`config.mk`:
```
export PLATFORM = sky130hd
export DESIGN_NAME = tag_layer_sched_flat
export DESIGN_NICKNAME = d
export VERILOG_FILES = /design/src/rtl/tag_layer_sched_if.sv /design/src/rtl/tag_layer_sched.sv /design/src/flat_wrapper.sv
export SDC_FILE = /design/constraint.sdc
export NUM_CORES = 1
export LEC_CHECK = 0
export BUFFER_PORTS_ARGS = -buffer_cell sky130_fd_sc_hd__buf_2
export CORE_MARGIN = 3
export CORE_UTILIZATION = 52
export DETAILED_ROUTE_END_ITERATION = 7
export PLACE_DENSITY_LB_ADDON = 0.25
export SYNTH_ARGS = -nofsm -noshare
export SYNTH_HDL_FRONTEND = slang
export SYNTH_SLANG_ARGS = --single-unit
```
`constraint.sdc`:
```
create_clock -name clk -period 5.1 [get_ports clk]
set_clock_uncertainty 0.15 [all_clocks]
set_input_delay 1.02 -clock clk [delete_from_list [all_inputs] [get_ports clk]]
set_output_delay 1.02 -clock clk [all_outputs]
set_load 0.01 [all_outputs]
```
`src/rtl/tag_layer_sched_if.sv`:
```
// tag_layer_sched_if: insert, search, result and layer-memory signals of the tag layer scheduler
interface tag_layer_sched_if #(parameter int N = 4);
  logic ins_a_valid, ins_b_valid, ins_a_ready, ins_b_ready;
  logic [N+3:0] ins_a_tag, ins_b_tag;
  logic srch_valid, srch_ready;
  logic [N+3:0] srch_tag;
  logic res_valid, res_ready, res_found;
  logic [N+3:0] res_tag;
  logic mem_ena;
  logic [N-1:0] mem_rd_addr, mem_wr_addr;
  logic [15:0] mem_rd_data, mem_wr_data;
  logic [15:0] ins_count;
  modport master (
    output ins_a_valid, ins_b_valid, ins_a_tag, ins_b_tag, srch_valid, srch_tag, res_ready, mem_rd_data,
    input ins_a_ready, ins_b_ready, srch_ready, res_valid, res_found, res_tag, mem_ena, mem_rd_addr,
          mem_wr_addr, mem_wr_data, ins_count
  );
  modport slave (
    input ins_a_valid, ins_b_valid, ins_a_tag, ins_b_tag, srch_valid, srch_tag, res_ready, mem_rd_data,
    output ins_a_ready, ins_b_ready, srch_ready, res_valid, res_found, res_tag, mem_ena, mem_rd_addr,
           mem_wr_addr, mem_wr_data, ins_count
  );
endinterface

```
`src/rtl/tag_layer_sched.sv`:
```
// tag_layer_sched: insert arbiter and find-next search sequencer for one bitmap layer memory
module tag_layer_sched #(parameter int N = 4) (
  input logic clk,
  input logic rst,
  tag_layer_sched_if.slave bus
);
  typedef enum logic [1:0] {IDLE, WAIT, RESP} state_t;
  state_t state, state_n;
  logic rr, a_v, b_v, same, gnt_a, gnt_b, conflict, found_q;
  logic [N-1:0] node_a, node_b, node_q;
  logic [15:0] mask_a, mask_b, masked, count_q;
  logic [16:0] sum;
  logic [3:0] start_q, lo;
  logic [N+3:0] tag_q;
  assign node_a = bus.ins_a_tag[N+3:4];
  assign node_b = bus.ins_b_tag[N+3:4];
  assign mask_a = 16'd1 << bus.ins_a_tag[3:0];
  assign mask_b = 16'd1 << bus.ins_b_tag[3:0];
  assign a_v = bus.ins_a_valid & ~rst;
  assign b_v = bus.ins_b_valid & ~rst;
  assign same = node_a == node_b;
  // rr low favours A; same-node pairs merge into one OR-write
  assign gnt_a = a_v & (~b_v | same | ~rr);
  assign gnt_b = b_v & (~a_v | same | rr);
  assign conflict = a_v & b_v & ~same;
  assign bus.ins_a_ready = gnt_a;
  assign bus.ins_b_ready = gnt_b;
  assign bus.mem_wr_addr = gnt_a ? node_a : gnt_b ? node_b : '0;
  assign bus.mem_wr_data = (gnt_a ? mask_a : '0) | (gnt_b ? mask_b : '0);
  assign bus.srch_ready = (state == IDLE) & ~rst;
  assign bus.mem_ena = bus.srch_ready & bus.srch_valid;
  assign bus.mem_rd_addr = bus.mem_ena ? bus.srch_tag[N+3:4] : '0;
  assign bus.res_valid = state == RESP;
  assign bus.res_found = found_q;
  assign bus.res_tag = tag_q;
  assign bus.ins_count = count_q;
  assign masked = bus.mem_rd_data & (16'hFFFF << start_q);
  assign sum = {1'b0, count_q} + 17'(gnt_a) + 17'(gnt_b);
  always_comb begin
    lo = '0;
    for (int i = 15; i >= 0; i--) if (masked[i]) lo = 4'(i);
  end
  always_comb begin
    state_n = state;
    if (state == IDLE && bus.srch_valid) state_n = WAIT;
    if (state == WAIT) state_n = RESP;
    if (state == RESP && bus.res_ready) state_n = IDLE;
  end
  always_ff @(posedge clk) begin
    if (rst) begin
      state <= IDLE;
      rr <= 1'b0;
      found_q <= 1'b0;
      tag_q <= '0;
      count_q <= '0;
      start_q <= '0;
      node_q <= '0;
    end else begin
      state <= state_n;
      if (conflict) rr <= ~rr;
      count_q <= sum[16] ? 16'hFFFF : sum[15:0];
      if (bus.mem_ena) begin
        start_q <= bus.srch_tag[3:0];
        node_q <= bus.srch_tag[N+3:4];
      end
      if (state == WAIT) begin
        found_q <= |masked;
        tag_q <= |masked ? {node_q, lo} : '0;
      end
    end
  end
endmodule

```
`src/flat_wrapper.sv`:
```
// flat-port wrapper written by rule: the top's interface ports become plain ports
module tag_layer_sched_flat 
#(parameter int N = 4)
  (clk, rst, bus_ins_a_valid, bus_ins_b_valid, bus_ins_a_tag, bus_ins_b_tag, bus_srch_valid, bus_srch_tag, bus_res_ready, bus_mem_rd_data, bus_ins_a_ready, bus_ins_b_ready, bus_srch_ready, bus_res_valid, bus_res_found, bus_res_tag, bus_mem_ena, bus_mem_rd_addr, bus_mem_wr_addr, bus_mem_wr_data, bus_ins_count);
  tag_layer_sched_if #(.N(N)) bus_i ();
  input logic clk;
  input logic rst;
  input wire logic [$bits(bus_i.ins_a_valid)-1:0] bus_ins_a_valid;
  input wire logic [$bits(bus_i.ins_b_valid)-1:0] bus_ins_b_valid;
  input wire logic [$bits(bus_i.ins_a_tag)-1:0] bus_ins_a_tag;
  input wire logic [$bits(bus_i.ins_b_tag)-1:0] bus_ins_b_tag;
  input wire logic [$bits(bus_i.srch_valid)-1:0] bus_srch_valid;
  input wire logic [$bits(bus_i.srch_tag)-1:0] bus_srch_tag;
  input wire logic [$bits(bus_i.res_ready)-1:0] bus_res_ready;
  input wire logic [$bits(bus_i.mem_rd_data)-1:0] bus_mem_rd_data;
  output wire logic [$bits(bus_i.ins_a_ready)-1:0] bus_ins_a_ready;
  output wire logic [$bits(bus_i.ins_b_ready)-1:0] bus_ins_b_ready;
  output wire logic [$bits(bus_i.srch_ready)-1:0] bus_srch_ready;
  output wire logic [$bits(bus_i.res_valid)-1:0] bus_res_valid;
  output wire logic [$bits(bus_i.res_found)-1:0] bus_res_found;
  output wire logic [$bits(bus_i.res_tag)-1:0] bus_res_tag;
  output wire logic [$bits(bus_i.mem_ena)-1:0] bus_mem_ena;
  output wire logic [$bits(bus_i.mem_rd_addr)-1:0] bus_mem_rd_addr;
  output wire logic [$bits(bus_i.mem_wr_addr)-1:0] bus_mem_wr_addr;
  output wire logic [$bits(bus_i.mem_wr_data)-1:0] bus_mem_wr_data;
  output wire logic [$bits(bus_i.ins_count)-1:0] bus_ins_count;
  assign bus_i.ins_a_valid = bus_ins_a_valid;
  assign bus_i.ins_b_valid = bus_ins_b_valid;
  assign bus_i.ins_a_tag = bus_ins_a_tag;
  assign bus_i.ins_b_tag = bus_ins_b_tag;
  assign bus_i.srch_valid = bus_srch_valid;
  assign bus_i.srch_tag = bus_srch_tag;
  assign bus_i.res_ready = bus_res_ready;
  assign bus_i.mem_rd_data = bus_mem_rd_data;
  assign bus_ins_a_ready = bus_i.ins_a_ready;
  assign bus_ins_b_ready = bus_i.ins_b_ready;
  assign bus_srch_ready = bus_i.srch_ready;
  assign bus_res_valid = bus_i.res_valid;
  assign bus_res_found = bus_i.res_found;
  assign bus_res_tag = bus_i.res_tag;
  assign bus_mem_ena = bus_i.mem_ena;
  assign bus_mem_rd_addr = bus_i.mem_rd_addr;
  assign bus_mem_wr_addr = bus_i.mem_wr_addr;
  assign bus_mem_wr_data = bus_i.mem_wr_data;
  assign bus_ins_count = bus_i.ins_count;
  tag_layer_sched #(.N(N)) u_core (.clk(clk), .rst(rst), .bus(bus_i));
endmodule
```
### Word-level counts from Yosys, hierarchy flattened

Cells that the tools add are included.

| operators by class | value |
|---|---|
| $add $sub $neg | 2 |
| multiply operators | 0 |
| div/mod/pow operators | 0 |
| order comparisons | 0 |
| eq/ne operators | 3 |
| shifts and indexed selects | 3 |
| mux-type cells | 25 |
| bitwise operators | 19 |
| reductions and logical operators | 7 |

Operator list:

| kind | number |
|---|---|
| $mux 4 | 19 |
| $mux 16 | 3 |
| $shl 1x4->16 const A | 2 |
| $add 16x1->17 | 1 |
| $add 17x1->17 | 1 |
| $and 16x16->16 | 1 |
| $or 16x16->16 | 1 |
| $reduce_or 16->1 | 1 |
| $shl 16x4->16 const A | 1 |
| $and 1x1->1 | 8 |
| $mux 8 | 1 |
| $not 1->1 | 5 |
| $eq 4x4->1 | 1 |
| $mux 2 | 2 |
| $or 1x1->1 | 4 |
| $reduce_or 3->1 | 1 |
| $eq 2x1->1 const B | 1 |
| $eq 2x2->1 const B | 1 |
| $logic_and 1x1->1 | 2 |
| $logic_not 2->1 | 1 |
| $reduce_bool 2->1 | 1 |
| $reduce_or 2->1 | 1 |

| storage, ports and cells | value |
|---|---|
| register bits after elaboration | 36 |
| bits in latches | 0 |
| bits in writable memories | 0 |
| bits in read-only memories | 0 |
| input port bits | 46 |
| output and inout port bits | 54 |
| logic and storage cells | 67 |
| memories kept | 0 |

### Logic depth before layout (Yosys ltp)

Gate-level depths: netlist (run 1).

| depth | value |
|---|---|
| word-level depth | 19 |
| depth in mapped cells | 14 |
| gate-level depth less buffers | 13 |

### Worst setup path after synthesis (run 1)

No wires, ideal clock.

| path | value |
|---|---|
| path type | in2reg |
| from | input port bus_ins_b_tag[6] |
| to | register u_core.count_q[10], in the netlist u_core.bus.ins_count[10] |
| data arrival time | 3560 ps |
| data required time | 4879 ps |
| slack | 1319 ps |
| cell stages on the path | 13 |
| cell sequence | xnor2_1 > nand4_1 > and2_1 > a21oi_1 > buf_2 > inv_1 > fa_1 > inv_1 > ha_1 > inv_1 > or4_4 > buf_6 > a21oi_2 |

| between the ends | value |
|---|---|
| longest elaborated chain between the ends | 7 |

RTL lines:

| what | line | source |
|---|---|---|
| from (decl) | flat_wrapper.sv:11 | `input wire logic [$bits(bus_i.ins_b_tag)-1:0] bus_ins_b_tag;` |
| $eq 4x4->1 | tag_layer_sched.sv:21 | `assign same = node_a == node_b;` |
| $or 1x1->1 (2 in series) | tag_layer_sched.sv:23 | `assign gnt_a = a_v & (~b_v \| same \| ~rr);` |
| $and 1x1->1 | tag_layer_sched.sv:23 |  |
| named net bus_ins_a_ready | flat_wrapper.sv:16 | `output wire logic [$bits(bus_i.ins_a_ready)-1:0] bus_ins_a_ready;` |
| $add 16x1->17 | tag_layer_sched.sv:38 | `assign sum = {1'b0, count_q} + 17'(gnt_a) + 17'(gnt_b);` |
| $add 17x1->17 | tag_layer_sched.sv:38 |  |
| $mux 16 | tag_layer_sched.sv:61 | `count_q <= sum[16] ? 16'hFFFF : sum[15:0];` |
| to (signal assigned) | tag_layer_sched.sv:61 |  |
| to (decl) | tag_layer_sched.sv:11 | `logic [15:0] mask_a, mask_b, masked, count_q;` |

The timed path passes the listed nets, and every way through them passes these cells.
A chain may end at the register's enable or synchronous reset.

### Worst setup path after layout (run 1)

| path | value |
|---|---|
| from | input port bus_ins_b_tag[6] |
| to | output port bus_mem_wr_data[2] |

| between the ends | value |
|---|---|
| longest elaborated chain between the ends | 6 |

RTL lines:

| what | line | source |
|---|---|---|
| $eq 4x4->1 (*) | tag_layer_sched.sv:21 |  |
| $or 1x1->1 (on tied branches) (2 in series) | tag_layer_sched.sv:23, tag_layer_sched.sv:24 |  |
| $and 1x1->1 (on tied branches) | tag_layer_sched.sv:23, tag_layer_sched.sv:24 |  |
| $mux 16 | tag_layer_sched.sv:29 | `assign bus.mem_wr_data = (gnt_a ? mask_a : '0) \| (gnt_b ? mask_b : '0);` |
| $or 16x16->16 (*) | tag_layer_sched.sv:29 |  |
| to (decl) | flat_wrapper.sv:25 | `output wire logic [$bits(bus_i.mem_wr_data)-1:0] bus_mem_wr_data;` |

Every way passes the cells marked *; elsewhere a longest branch is shown, timed or not.

==> results of run 1 <==
-- worst register-to-register path: stages (launching register included) --
cell and delay, ns:
dfxtp_1 0.37, o211a_1 0.35, inv_1 0.10, fa_1 0.45, inv_1 0.08, ha_1 0.19
inv_1 0.09, or4_4 0.67, a21oi_1 0.18
-- state kept, by name, indices dropped and copies added, names as in the netlist --
signal / count
u_core.bus.ins_count: 16
u_core.bus.res_found: 1
u_core.bus.res_tag: 8
u_core.node_q: 4
u_core.rr: 1
u_core.start_q: 4
u_core.state: 2
-- cells in the final DEF (no fill, tap or decap), types with 2 or more instances in the layout --
cell type / n
and3_1: 4
nor2b_1: 6
nand3b_1: 4
o22ai_1: 19
nor2_1: 16
inv_1: 12
o21ai_0: 6
and2_1: 4
nand4_1: 6
nand3_1: 9
a32o_1: 2
a22oi_1: 2
xor2_1: 10
nand2b_1: 7
a22o_1: 6
nor3_1: 3
nand4b_1: 2
a21oi_2: 13
xnor2_1: 6
o21bai_1: 2
a211oi_1: 2
or2_2: 2
buf_2: 99
a21oi_1: 21
buf_4: 2
a31oi_1: 2
nand2_1: 45
dfxtp_1: 36
clkbuf_8: 5
nand4_2: 2
o21ai_1: 8
-- kinds of logic after synthesis --
family | Yosys count
DFF | 36
buffers and inverters | 24
xor gates and xnor gates | 16
AOI/OAI and AO/OA | 94
adders and majority gates | 3
and+or+nand+nor | 118
muxes | 1
-- per-layer routing --
layer / track usage (%) / vias to the layer above / part of all wire (%)
li1: - / 1257 / -
met4: 3.893 / 0 / 0.47
met2: 35.57 / 84 / 49
met3: 4.545 / 4 / 6.7
met5: 0 / - / 0
met1: 28.90 / 1134 / 44
-- power groups by stage --
stage,registers [mW],clock network (mW),logic (mW)
2_1_floorplan,0.309,0,0.0830
3_3_place_gp,0.314,0,0.126
3_5_place_dp,0.314,0,0.129
4_1_cts,0.308,0.187,0.129
5_1_grt,0.310,0.198,0.144
6_report,0.308,0.179,0.129
-- worst paths after layout --
path | start | endpoint
worst max-delay path | bus_ins_b_tag[6] | bus_mem_wr_data[2]
worst min-delay path | u_core.bus.res_tag[3] | u_core.bus.res_tag[3]
worst max register to register | u_core.rr | u_core.bus.ins_count[2]
worst min register to register | u_core.bus.res_tag[3] | u_core.bus.res_tag[3]
-- metrics by stage --
stage	utilization, %	worst slack (ns)
final	69.93	1.433
after global routing	69.93	1.236
after CTS	69.93	1.440
after detailed placement	68.06	1.319
after global placement	68.06	1.373
after floorplan	-	1.319
-- layout make-up --
class                           instances  area, um2
Clock inverter                          1      5.005
Timing Repair Buffer                  101      510.5
Fill cell                             383       1246
Clock buffer                            6      72.57
Inverter                               13      48.80
Sequential cell                        36      720.7
Tap cell                               50      62.56
Multi-Input combinational cell        232       1478
==> flow_summary.toml, run 1 <==
[cts]
clock_latency_ns = 0.27
cts_tree = "yes"
post_cts_buffers = 0
clkSinkCount = 36
cts_root_buf = "clkbuf_8"
ctsHoldBuffers = 0
cts_made_buffers = 5
clk_pin_slew_worst_paths_ns = 0.06
htreeDepth = 2
cts_buffer_depth = 2
cts_resized = 0

[synth]
yosysSeqAreaShare_pct = 31.17
synthTopCellsByArea = "dfxtp_1 31%, nand2_1 7.3%, o22ai_1 5.1%"
ys_seq_elements = 36
synth_largest_area_cell = "dfxtp_1"
synth_top_family_by_area = "compound AO/OA/AOI/OAI gates"
synth_area_per_cell_um2 = 7.919
mappedNetlistArea_um2 = 2312
synth_top_area_share_pct = 31.17
yosys_most_used_dff = "dfxtp_1"
synthArstFlopShare_pct = 0
yosysMostFrequentCell = "nand2_1"
yosys-mux-area-fraction_pct = 0.4329
synth-edff-count = 0
yosys.area_share.adder_pct = 1.894
syn_inst = 292
synth_cell_types = 56
ys_top_cells_by_count = "45 x nand2_1, 36 x dfxtp_1, 21 x a21oi_1, 19 x o22ai_1, 16 x nor2_1"
synth_warnings = 0
synth_compound_area_share_pct = 27.87
synthSimpleGateAreaFrac_pct = 27.65
synth_xor_xnor_area_share_pct = 6.061
syn_nets = 340

[floorplanning]
fp-row-count = 23
die_y_um = 72.68
initial_core_util_pct = 55.80
fp.dieW_um = 72.68
ios = 100
die-area_um2 = 5282
coreArea_um2 = 4144

[global_routing]
grt_pass1_wl_um = 9363
grt_max_degree = 32
grt_pass1_vias = 2136
grt_overflow = 0
antenna_found_initial = 0
grt_use_total_pct = 21.43

[detailed_routing]
first_pass_iters = 4
vias = 2479
avgRoutedWirePerCell_um = 13.06
avgViaCountPerCell = 5.647
route.detailed.drc = 0
routed_wl_um = 5732
drt_first_iter_violations = 120
ant_nets = 0

[power_and_ir_drop]
intPower_mw = 0.4413
leakagePower_nw = 1.294
power_density_nw_per_um2 = 212.8
pwr-share-seq_pct = 50.0
finalPower_mw = 0.6166
ir_drop_mv = 0.1658
swShare_pct = 28.43
p_sw_mw = 0.1753
p_clk_share_pct = 29.1
combPwrFrac_pct = 20.9

[worst_setup_path]
worst-setup-path-type = "input pin to primary output"
rr_worst_depth = 8
critPathCaptureType = "primary output"
cp_common_cell = "buf_2"
cp.arrival_ns = 2.50
critPathSlowestCell = "buf_4"
cp_top_family = "buffers and inverters"
cp.depth = 9
cp_max_fo = 13
crit_path_start_kind = "input pin"
cpPeakStageDelay_ns = 0.21
crit_chain = "buf_2, xnor2_1, nand4_1, and2_1, a21oi_1, buf_4, nand3b_1, o22ai_1, buf_2"
crit_buf_inv = 3
worstPathRequired_ns = 3.93
r2r_slack_ns = 2.42

[timing]
hold_slack_ns = 0.3102
max_freq_mhz = 272.7
post-route-min-period_ns = 3.667
drv_slew = 0
finalHoldViolCount = 0
rsz0062_at_grt = "no"
relSlewSlack_pct = 57.68
worstMarginPinSlew_ns = 0.6339
fin_crit_sh_pct = 71.91
tns_ns = 0
setup_viol = 0

[layout]
nets = 437
final-instance-count-excl-fill = 439
drive_gt1_share_pct = 35.22
diodes = 0
area_growth_pct = 25.32
post-route-cell-area_um2 = 2898

[hold_path]
whs_path_depth = 2
hold_path.class = "flop to flop"

[placed_design]
dp.cells = 432
hpwl_um = 4459
gp_congestion = 0.8528
placed_area_um2 = 2820
numPortBuffers = 99

[run_status]
status = "complete, no violations"

[job]
drv_cap = 0
(Power assumes the default switching activity.)
==> run 2, diff against run 1 <==
--- a/config.mk
+++ b/config.mk
@@ -7,7 +7,7 @@
 export LEC_CHECK = 0
 export BUFFER_PORTS_ARGS = -buffer_cell sky130_fd_sc_hd__buf_2
 export CORE_MARGIN = 3
-export CORE_UTILIZATION = 52
+export CORE_UTILIZATION = 43
 export DETAILED_ROUTE_END_ITERATION = 7
 export PLACE_DENSITY_LB_ADDON = 0.25
 export SYNTH_ARGS = -nofsm -noshare
==> constraint.sdc (replaced) <==
create_clock -name clk -period 3.1 [get_ports clk]
set_clock_uncertainty 0.15 [all_clocks]
set_input_delay 0.62 -clock clk [delete_from_list [all_inputs] [get_ports clk]]
set_output_delay 0.62 -clock clk [all_outputs]
set_load 0.01 [all_outputs]
==> run 2 against run 1 <==
  * Setup slack got worse by 1.2 ns
  * Via count decreased by 0.69%
  * Global-route usage decreased by 3.2 points
  * Highest routed layer unchanged
  * Final cell count increased by 5.9%
  * Combinational power increased by 67%
  * Critical path type unchanged
  * Sequential power increased by 65%
  * First-iteration DRC count decreased by 22%
==> flow_summary.toml, run 2 (same netlist as run 1, synthesis figures left out) <==
[global_routing]
grt_pass1_vias = 2119
grt_use_total_pct = 18.21
antenna_found_initial = 0
grt_overflow = 0
grt_max_degree = 32
grt_pass1_wl_um = 9377

[floorplanning]
fp.dieW_um = 79.33
coreArea_um2 = 5140
ios = 100
fp-row-count = 26
die_y_um = 79.33
die-area_um2 = 6293
initial_core_util_pct = 44.99

[power_and_ir_drop]
p_clk_share_pct = 35.8
pwr-share-seq_pct = 45.0
leakagePower_nw = 1.326
power_density_nw_per_um2 = 375.8
p_sw_mw = 0.3136
ir_drop_mv = 0.2347
intPower_mw = 0.8128
combPwrFrac_pct = 19.1
swShare_pct = 27.84

[timing]
setup_viol = 0
relSlewSlack_pct = 58.97
fin_crit_sh_pct = 91.56
finalHoldViolCount = 0
drv_slew = 0
rsz0062_at_grt = "no"
tns_ns = 0
post-route-min-period_ns = 2.838
max_freq_mhz = 352.3
setup_slack_ns = 0.2618
worstMarginPinSlew_ns = 0.6146

[cts]
cts_made_buffers = 5
clkSinkCount = 36
clock_latency_ns = 0.28
cts_root_buf = "clkbuf_8"
cts_buffer_depth = 2
htreeDepth = 2
cts_resized = 0
ctsHoldBuffers = 0
clk_pin_slew_worst_paths_ns = 0.07
post_cts_buffers = 0
cts_tree = "yes"

[layout]
drive_gt1_share_pct = 37.06
area_growth_pct = 29.65
nets = 441
final_common_cell = "buf_2"
final_cell_mix = "99 x buf_2, 45 x nand2_1, 36 x dfxtp_1"
n_fill_cell = 517
largest_reg_flops = 16

[worst_setup_path]
r2r_end = "u_core.bus.ins_count[0]"
worstPathRequired_ns = 2.33
cp_max_fo = 13
r2r_slack_ns = 0.81
critPathCaptureType = "primary output"
worst-setup-path-type = "input pin to primary output"
r2r_start = "u_core.rr"
cp.arrival_ns = 2.07
rr_worst_depth = 8
crit_path_start_kind = "input pin"

[run_status]
status = "complete, no violations"

[detailed_routing]
avgViaCountPerCell = 5.295
route.detailed.drc = 0
first_pass_iters = 4
drt_first_iter_violations = 94
avgRoutedWirePerCell_um = 12.42
vias = 2462
routed_wl_um = 5773
ant_nets = 0

[hold_path]
hold_path_end = "u_core.bus.res_found"
hold_path.class = "flop to flop"
worstHoldStart = "u_core.bus.res_found"
whs_path_depth = 1

[placed_design]
numPortBuffers = 99
gp_congestion = 0.7898
dp_slack_ns = 0.06211
hpwl_um = 4411

[job]
drv_cap = 0
-- run 2: cell types whose count changed in the layout (fill, tap and decap cells not counted), sizes merged --
cell,before,now
buf,101,105
bufinv,0,1
clkbuf,6,5
clkinvlp,0,1
diode,0,1
-- run 2: power groups by stage --
stage | combinational (mW) | sequential [mW] | clock [mW]
after floorplan | 0.139 | 0.509 | 0
after global placement | 0.212 | 0.517 | 0
after detailed placement | 0.216 | 0.517 | 0
after CTS | 0.217 | 0.507 | 0.413
after global routing | 0.241 | 0.510 | 0.432
final | 0.216 | 0.507 | 0.404
-- run 2: layout make-up --
type	instances	area (um2)	share of cell area, %
multi-input combinational	232	1486	49.58
sequential	36	720.7	24.04
timing repair buffer	105	540.5	18.03
tap	70	87.58	2.922
clock buffer	5	68.82	2.295
inverter	13	48.80	1.628
clock inverter	3	42.54	1.419
antenna	1	2.502	0.08347
-- run 2: through the flow --
stage | hold slack (ns) | area [um2] | instances | power [mW] | util, %
after floorplan | 0.2866 | 2332 | 292 | 0.6482 | -
after global placement | 0.2798 | 2884 | 456 | 0.7284 | 56.11
after detailed placement | 0.2873 | 2884 | 456 | 0.7326 | 56.11
after CTS | 0.3052 | 2995 | 464 | 1.137 | 58.28
after global routing | 0.3191 | 2995 | 464 | 1.183 | 58.28
final | 0.3001 | 2998 | 465 | 1.126 | 58.33
-- run 2: worst max-delay path by stage --
stage / depth (start not counted) / from / to / slack [ns]
after CTS: 9 / bus_ins_b_tag[5] / bus_mem_wr_data[10] / 0.28
after floorplan: 13 / bus_ins_b_tag[6] / u_core.bus.ins_count[10] / 0.06
after global placement: 12 / bus_ins_b_tag[5] / u_core.bus.ins_count[0] / 0.12
final: 9 / bus_ins_b_tag[5] / bus_mem_wr_data[9] / 0.26
after global routing: 9 / bus_ins_b_tag[5] / bus_mem_wr_data[15] / 0.16
after detailed placement: 12 / bus_ins_b_tag[5] / u_core.bus.ins_count[0] / 0.06
-- run 2: layer usage --
metal  track usage, %  part of all wire, %  vias to the layer above  wire length, um
li1                 -                    -                     1256                -
met1            23.30                   45                     1120             2575
met2            31.57                   48                       82             2756
met3            3.741                  7.0                        4              403
met4            3.780                 0.66                        0               38
met5                0                    0                        -                0
-- run 2: critical path, stage by stage --
cell and delay [ns]:
buf_2 0.11, xnor2_1 0.15, nand4_1 0.12, and2_1 0.20, a21oi_2 0.14, buf_4 0.19
nand3b_1 0.15, o22ai_1 0.22, buf_2 0.16
